**src/rtl/adc_pattern_gen.sv**
```systemverilog
// Synthetic LTC2387-style sample source: programmable rate, leading discarded
// conversions, selectable data patterns and single-bit error injection.
module adc_pattern_gen #(
  parameter int unsigned          ADC_BITS     = 18,
  parameter logic [ADC_BITS-1:0]  PATTERN      = 18'b11_0011_0000_1111_1100,
  parameter int unsigned          DIV_WIDTH    = 16,
  parameter int unsigned          SKIP_SAMPLES = 2
) (
  input  logic                 clk,
  input  logic                 rst,
  input  logic                 start,
  input  logic [1:0]           mode,
  input  logic [DIV_WIDTH-1:0] rate_div,
  input  logic [31:0]          num_samples,
  input  logic                 inject_err,
  output logic                 adc_valid,
  output logic [ADC_BITS-1:0]  adc_data,
  output logic                 busy,
  output logic                 done,
  output logic [31:0]          num_sent,
  output logic [31:0]          num_err
);

  localparam int unsigned SKIP_W = (SKIP_SAMPLES > 1) ? $clog2(SKIP_SAMPLES) : 1;
  localparam logic [SKIP_W-1:0] SKIP_LAST =
    SKIP_W'((SKIP_SAMPLES == 0) ? 0 : SKIP_SAMPLES - 1);

  typedef enum logic [1:0] {IDLE, SKIP, RUN, DONE} state_t;

  state_t               state, next_state;
  logic                 started;
  logic [1:0]           mode_q;
  logic [DIV_WIDTH-1:0] rate_q;
  logic [DIV_WIDTH-1:0] div_cnt;
  logic [31:0]          nsamp_q;
  logic [SKIP_W-1:0]    skip_cnt;
  logic [ADC_BITS-1:0]  seq;
  logic [ADC_BITS-1:0]  seq_next;
  logic                 err_pending;

  logic                 rise;
  logic                 tick;
  logic                 load;
  logic                 issue_skip;
  logic                 issue_valid;
  logic [31:0]          sent_inc;
  logic [31:0]          err_inc;

  always_ff @(posedge clk or posedge rst) begin
    if (rst) state <= IDLE;
    else     state <= next_state;
  end

  // Next state and conversion strobes; an abort (start low) wins over a conversion.
  always_comb begin
    next_state  = state;
    load        = 1'b0;
    issue_skip  = 1'b0;
    issue_valid = 1'b0;
    rise        = start & ~started;
    tick        = (div_cnt == rate_q);
    sent_inc    = (num_sent == 32'hFFFF_FFFF) ? num_sent : num_sent + 32'd1;
    err_inc     = (num_err  == 32'hFFFF_FFFF) ? num_err  : num_err  + 32'd1;
    case (state)
      IDLE: begin
        if (rise) begin
          load       = 1'b1;
          next_state = (SKIP_SAMPLES == 0) ? RUN : SKIP;
        end
      end
      SKIP: begin
        if (!start) begin
          next_state = IDLE;
        end else if (tick) begin
          issue_skip = 1'b1;
          if (skip_cnt == SKIP_LAST) next_state = RUN;
        end
      end
      RUN: begin
        if (!start) begin
          next_state = IDLE;
        end else if (tick) begin
          issue_valid = 1'b1;
          if ((nsamp_q != 32'd0) && (sent_inc == nsamp_q)) next_state = DONE;
        end
      end
      DONE: begin
        if (!start) next_state = IDLE;
      end
      default: next_state = IDLE;
    endcase
  end

  // Data sequence advance per mode; only valid samples move it.
  always_comb begin
    seq_next = seq;
    case (mode_q)
      2'd0:    seq_next = seq;
      2'd1:    seq_next = ~seq;
      2'd2:    seq_next = seq + ADC_BITS'(1);
      default: seq_next = {seq[ADC_BITS-2:0], seq[ADC_BITS-1]};
    endcase
  end

  always_ff @(posedge clk or posedge rst) begin
    if (rst) begin
      started     <= 1'b1;
      adc_valid   <= 1'b0;
      adc_data    <= '0;
      busy        <= 1'b0;
      done        <= 1'b0;
      num_sent    <= 32'd0;
      num_err     <= 32'd0;
      mode_q      <= 2'd0;
      rate_q      <= '0;
      nsamp_q     <= 32'd0;
      div_cnt     <= '0;
      skip_cnt    <= '0;
      seq         <= '0;
      err_pending <= 1'b0;
    end else begin
      started   <= start;
      adc_valid <= issue_valid;
      busy      <= (state == SKIP) || (state == RUN);
      done      <= (state == DONE);

      if (load) begin
        mode_q   <= mode;
        rate_q   <= rate_div;
        nsamp_q  <= num_samples;
        num_sent <= 32'd0;
        num_err  <= 32'd0;
        div_cnt  <= '0;
        skip_cnt <= '0;
        seq      <= (mode == 2'd2) ? '0 : PATTERN;
      end else if (start && ((state == SKIP) || (state == RUN))) begin
        div_cnt <= tick ? '0 : div_cnt + DIV_WIDTH'(1);
      end

      if (issue_skip) begin
        skip_cnt <= skip_cnt + SKIP_W'(1);
        adc_data <= ~PATTERN;
      end

      if (issue_valid) begin
        adc_data <= seq ^ ADC_BITS'(err_pending);
        num_sent <= sent_inc;
        seq      <= seq_next;
        if (err_pending) num_err <= err_inc;
      end

      // A pulse coinciding with a valid sample is kept for the following one.
      err_pending <= load ? 1'b0 : (inject_err | (err_pending & ~issue_valid));
    end
  end

endmodule

```
**config.mk**
```make
export PLATFORM = sky130hd
export DESIGN_NAME = adc_pattern_gen
export DESIGN_NICKNAME = d
export VERILOG_FILES = /design/src/rtl/adc_pattern_gen.sv
export SDC_FILE = /design/constraint.sdc
export NUM_CORES = 1
export LEC_CHECK = 0
export ABC_AREA = 1
export CORE_MARGIN = 5
export CORE_UTILIZATION = 60
export DETAILED_ROUTE_END_ITERATION = 10
export GPL_TIMING_DRIVEN = 0
export PLACE_DENSITY = 0.95
export SYNTH_ARGS = -nofsm -noshare
export SYNTH_HDL_FRONTEND = slang
export SYNTH_SLANG_ARGS = --single-unit
```
**constraint.sdc**
```tcl
create_clock -name clk -period 15.3 [get_ports clk]
set_clock_uncertainty 0.15 [all_clocks]
set_input_delay 1.53 -clock clk [delete_from_list [all_inputs] [get_ports clk]]
set_output_delay 1.53 -clock clk [all_outputs]
set_load 0.01 [all_outputs]
```
==> metrics.yaml, run 1 <==
die:
  die_w_um: 141
  core_region_area_um2: 17100
  die_y_um: 141
  die-area_um2: 20000
  rows: 48
  ios: 139
  initial_core_util: 0.605
logic_synthesis:
  ys_warn_count: 0
  synthDistinctLibCells: 57
  synth-main-ff-cell: "dfrtp_1"
  synthTopCellsByCount: "408 x nand2_1, 175 x inv_1, 173 x dfrtp_1, 133 x nor2_1, 126 x o21ai_0"
  synth_fp_nets: 1505
  synthMostInstantiatedCell: "nand2_1"
  syn_avg_cell_area_um2: 7.19
  async_flop_share: 1.00
  netlist_area_um2: 10400
  netlist.area_leader.share: 0.418
  yosysTopAreaCell: "dfrtp_1"
  syn_inst: 1440
  yosys-top-cells-area: "dfrtp_1 42%, nand2_1 15%, inv_1 6.3%, o21ai_0 6.1%, nand3_1 5.9%"
  yosysSeqAreaShare: 0.421
  synth-seq-cells: 174
  synth-edff-count: 0
timing:
  setup_viol: 0
  setup_slack_ps: 11260
  drv_slew: 0
  relSlewSlack: 0.297
  tightest_slew_ps: 1050
  tns_ps: 0
  fmax_mhz: 247
  whs_ps: 342
  period_share: 0.264
  fin_crit_ps: 4040
  finalHoldViolCount: 0
  rsz0062_at_grt: "false"
power:
  pwr-share-comb: 0.300
  p_total_mw: 1.54
  netSwitchingPower_mw: 0.567
  p_int_mw: 0.970
  p_sw_frac: 0.369
  vdd_drop_max_uv: 90.3
  seqPwrFrac: 0.405
  power.share.clock: 0.295
  leakage_nw: 5.77
  power_density_nw_per_um2: 121
finish:
  fin_cells: 1836
  fin_util: 0.740
  fin_area_um2: 12700
  drive_gt1_frac: 0.0546
  final_nets: 1663
  diodes: 0
  area_growth_pct: 22.2
placed_design:
  portBuffers: 138
  placed_cell_area_um2: 12100
  dp.cells: 1804
  dp_hpwl_mm: 24.6
  pre_cts_ws_ps: 10940
  place.gp.congestion: 1.01
clocking:
  cts-root-buf: "clkbuf_16"
  post_cts_resized: 0
  cts_buffers: 17
  cts_tree: "yes"
  h-tree-depth: 4
  insertion_delay_ps: 440
  cts_hold_buf: 0
  clk_path_buf_depth: 2
  cts.clk_slew.worst_paths_ps: 70
  cts_sinks: 174
  cts_setup_buffers: 0
setup_path:
  crit_required_ps: 15430
  r2r_cells: 17
  rrSetupSlack_ps: 11720
  worst-setup-path-type: "input port to flop"
  endpoint_kind: "flop"
  timing.rr.start: "num_sent[0]$_DFFE_PP0P_"
  start_kind: "input port"
  arrival_ps: 4180
  cp_max_fo: 10
  worstReg2RegEnd: "state[1]$_DFFE_PP0P_"
status:
  status: "finished, final reports clean"
route:
  drc: 0
  wl_mm: 33.4
  vias_per_cell: 5.93
  dr.pass1.iters: 6
  vias: 10900
  final_antenna_net_count: 0
  wl_per_cell_um: 18.2
  first_iter_violations: 1292
global_routing:
  grt_pass1_vias: 10300
  grtUsageTotal: 0.333
  antenna_found_initial: 0
  grt_pass1_wl_mm: 53.0
  grt_overflow: 0
  grt_max_degree: 127
hold_path:
  min_path_type: "flop to flop"
  holdPathStages: 2
  hp-start: "rate_q[8]$_DFFE_PP0P_"
  hold_end: "rate_q[8]$_DFFE_PP0P_"
flow_run:
  cap_viol_max_count: 0
==> worst max-delay path: stages <==
cell,delay (ps)
clkdlybuf4s50_1,600
inv_1,150
nor3_4,420
inv_2,230
nand2_1,450
clkbuf_1,600
o21ai_0,190
==> area by class of cell <==
type                       count  area [um^2]
timing repair buffer         139         1410
inverter                     184          698
sequential                   174         4360
buffer                        41          184
multi-input combinational   1041         5130
tap                          225          282
clock buffer                  19          443
clock inverter                13          163
fill                        1300         4460
==> flip-flops by register name (all words and copies together), names as in the netlist, 2 cells and up <==
| register | cells |
|---|---|
| rate_q | 16 |
| num_sent | 32 |
| adc_data | 18 |
| state | 2 |
| num_err | 32 |
| nsamp_q | 32 |
| mode_q | 2 |
| div_cnt | 16 |
| seq | 18 |
==> layer usage <==
metal | vias to the layer above | track usage | routed length [um]
met5 | - | 0 | 0
met4 | 0 | 0.154 | 1630
met3 | 112 | 0.0688 | 3940
met2 | 719 | 0.525 | 15100
met1 | 5019 | 0.446 | 12700
li1 | 5030 | - | -
==> worst max path at each step <==
| stage | cells after the start | slack (ps) | end | startpoint |
|---|---|---|---|---|
| 2_1_floorplan | 1 | 8900 | adc_data[0]$_DFFE_PP0P_ | rst |
| 5_1_grt | 11 | 11180 | div_cnt[14]$_DFFE_PP0P_ | start |
| 6_report | 7 | 11260 | num_sent[14]$_DFFE_PP0P_ | start |
| 3_3_place_gp | 2 | 6580 | rate_q[8]$_DFFE_PP0P_ | rst |
| 4_1_cts | 7 | 11370 | num_sent[12]$_DFFE_PP0P_ | start |
| 3_5_place_dp | 7 | 10940 | num_sent[12]$_DFFE_PP0P_ | start |
==> kinds of logic (layout without fill, tap and decap cells) <==
group,Yosys count,count (layout),synth area share
compound gates,255,255,0.143
xor+xnor,33,33,0.0286
fa+ha+maj,11,11,0.0133
buf+inv,225,396,0.0845
flops,174,174,0.421
mux,1,1,0.000967
simple gates,741,741,0.309
==> power by group through the flow <==
| stage | combinational [mW] | clock, mW | sequential (mW) |
|---|---|---|---|
| 2_1_floorplan | 0.306 | 0 | 0.611 |
| 3_3_place_gp | 0.427 | 0 | 0.623 |
| 3_5_place_dp | 0.443 | 0 | 0.627 |
| 4_1_cts | 0.451 | 0.453 | 0.619 |
| 5_1_grt | 0.508 | 0.471 | 0.633 |
| 6_report | 0.461 | 0.454 | 0.622 |
==> cell usage in the layout (no fill, tap or decap), types with 17 or more instances in the layout <==
| cell | Yosys | layout |
|---|---|---|
| nor3_1 | 21 | 21 |
| clkbuf_1 | 30 | 31 |
| o21ai_0 | 126 | 126 |
| inv_1 | 175 | 174 |
| dfrtp_1 | 173 | 173 |
| clkbuf_16 | 0 | 17 |
| nand4_1 | 22 | 22 |
| xor2_1 | 19 | 19 |
| nand2_1 | 408 | 408 |
| nand3_1 | 122 | 122 |
| o22ai_1 | 23 | 23 |
| clkdlybuf4s50_1 | 0 | 138 |
| nor2_1 | 133 | 133 |
| a21oi_1 | 49 | 49 |
Note: power is estimated with default switching activity, not from simulation.
==> inputs of run 2 (changes only) <==
CORE_UTILIZATION = 51   (was 60)
PLACE_DENSITY = 0.89   (was 0.95)
clock period = 3.6 ns   (was 15.3 ns; I/O delays follow)
==> run 2 against run 1 <==
Die area increased by 16%. First-iteration DRC count shrank 2.9%. Wire length rose by 1.1%. Register-to-register slack lost 12000 ps. Critical path depth increased by 10. Largest cell class unchanged.
==> metrics.yaml, run 2 (synthesized netlist as in run 1, its figures left out) <==
power:
  vdd_drop_max_uv: 375  # +320%
  leakage_nw: 5.77  # about the same
  p_total_mw: 6.46  # +320%
  pwr-share-comb: 0.303  # +0.003
  p_sw_frac: 0.373  # +0.00443
  p_int_mw: 4.05  # +320%
  netSwitchingPower_mw: 2.41  # +330%
  seqPwrFrac: 0.411  # +0.006
  power.share.clock: 0.286  # -0.009
  power_density_nw_per_um2: 506  # +320%
timing:
  tns_ps: 0  # unchanged
  setup_viol: 0  # unchanged
  relSlewSlack: 0.392  # +0.0949
  period_share: 0.961
  finalHoldViolCount: 0  # unchanged
  fin_crit_ps: 3460
  fmax_mhz: 289
  rsz0062_at_grt: "false"
  tightest_slew_ps: 912  # -142 ps
  drv_slew: 0  # unchanged
route:
  top_layer_used: "met5"
  final_antenna_net_count: 0  # unchanged
  vias_per_cell: 5.79  # -2.4%
  wl_mm: 33.8  # +1.1%
  met1Wirelength_mm: 13.2  # +4.1%
  wl_met2_mm: 15.7  # +3.9%
  wl_per_cell_um: 17.9  # -1.5%
  dr.pass1.iters: 6  # unchanged
  vias: 10900  # +0.23%
  first_iter_violations: 1254  # -2.9%
  drc: 0  # unchanged
  dr_wl_met3_mm: 3.34  # -15%
finish:
  diodes: 0  # unchanged
  fill_cells: 1685  # +30%
  final_nets: 1667  # +0.24%
  fin_area_um2: 12800  # +0.85%
  largest_registers: "nsamp_q: 32 flops, num_err: 32 flops, num_sent: 32 flops"
  final_common_cell: "nand2_1"
  seqCellArea_um2: 4360  # unchanged
  area_growth_pct: 23.3
  layout_common_cells: "408 x nand2_1, 174 x inv_1, 173 x dfrtp_1"
  drive_gt1_frac: 0.0576  # +0.00296
  multiInputGateArea_um2: 5130  # unchanged
  fin_util: 0.635  # -0.105
setup_path:
  cp_max_fo: 10  # unchanged
  worst-setup-path-type: "flop to flop"
  timing.rr.start: "num_sent[0]$_DFFE_PP0P_"
  start_kind: "flop"
  endpoint_kind: "flop"
  arrival_ps: 3630  # -550 ps
  crit_required_ps: 3770  # -11660 ps
  setup.worst_path.start: "num_sent[0]$_DFFE_PP0P_"
  rrSetupSlack_ps: 140  # -11580 ps
  worstReg2RegEnd: "state[1]$_DFFE_PP0P_"
  r2r_cells: 17  # unchanged
placed_design:
  place.gp.congestion: 1.04  # +3.1%
  portBuffers: 138  # unchanged
  placed_cell_area_um2: 12200  # +1.0%
  dp_hpwl_mm: 25.5  # +3.5%
global_routing:
  grt_pass1_wl_mm: 53.5  # +0.98%
  grt_max_degree: 40  # -69%
  grt_overflow: 0  # unchanged
  antenna_found_initial: 1  # +1
  grtUsageTotal: 0.282  # -0.0515
  grt_pass1_vias: 10500  # +1.8%
die:
  core_region_area_um2: 20100  # +17%
  die_y_um: 153  # +7.9%
  die_w_um: 153  # +7.9%
  die-area_um2: 23300  # +16%
  rows: 52  # +8.3%
  ios: 139  # unchanged
  initial_core_util: 0.515  # -0.0899
clocking:
  cts.clk_slew.worst_paths_ps: 70  # about the same
  h-tree-depth: 4  # unchanged
  cts_sinks: 174  # unchanged
  cts_hold_buf: 0  # unchanged
  cts_tree: "yes"
  cts_setup_buffers: 0  # unchanged
  clk_path_buf_depth: 2  # unchanged
  cts_buffers: 17  # unchanged
  post_cts_resized: 0  # unchanged
  cts-root-buf: "clkbuf_16"
  insertion_delay_ps: 440  # about the same
flow_run:
  cap_viol_max_count: 0  # unchanged
status:
  status: "finished, final reports clean"
hold_path:
  min_path_type: "input port to async pin"
## run 2: worst max-delay path by stage
stage | end | slack, ps | cells after the start
2_1_floorplan | adc_data[0]$_DFFE_PP0P_ | 870 | 1
3_3_place_gp | rate_q[9]$_DFFE_PP0P_ | -540 | 2
3_5_place_dp | state[1]$_DFFE_PP0P_ | 270 | 17
4_1_cts | state[1]$_DFFE_PP0P_ | 240 | 17
5_1_grt | state[1]$_DFFE_PP0P_ | 20 | 19
6_report | state[1]$_DFFE_PP0P_ | 140 | 17
## run 2: layer usage
metal / track usage / vias up
li1: - / 5039
met1: 0.366 / 5073
met2: 0.456 / 667
met3: 0.0648 / 124
met4: 0.120 / 2
met5: 0 / -
## run 2: cell type report
type                            instances  share of cell area
Sequential cell                       174               0.341
Inverter                              184              0.0544
Timing Repair Buffer                  143               0.116
Clock inverter                         11             0.00843
Clock buffer                           21              0.0376
Tap cell                              270              0.0265
Multi-Input combinational cell       1041               0.402
Buffer                                 41              0.0144
## run 2: power by group through the flow
stage          clock network (mW)  logic, mW  registers (mW)
2_1_floorplan                   0       1.30            2.60
3_3_place_gp                    0       1.81            2.66
3_5_place_dp                    0       1.90            2.67
4_1_cts                      1.85       1.92            2.65
5_1_grt                      1.94       2.16            2.69
6_report                     1.84       1.96            2.66
## run 2: per-stage QoR
stage          worst slack, ps  cells  hold WS, ps
2_1_floorplan              866   1440          214
5_1_grt                   18.2   1885          122
3_5_place_dp               272   1853          334
3_3_place_gp              -540   1848          329
4_1_cts                    239   1885          104
6_report                   140   1885         92.9
## run 2: worst max-delay path, cell delays in order, from the launching register on
cell and delay, ps:
dfrtp_1 550, ha_1 410, nand3_2 240, inv_2 150, nand2_4 90, nor2_8 220
nand2_4 140, buf_2 240, nand3_1 120, nand3_1 160, nor2_1 160, nand3_1 160
nor2_1 170, nand2_1 110, nand2_2 80, nand2_1 60, nand2_1 60, nand2_1 50
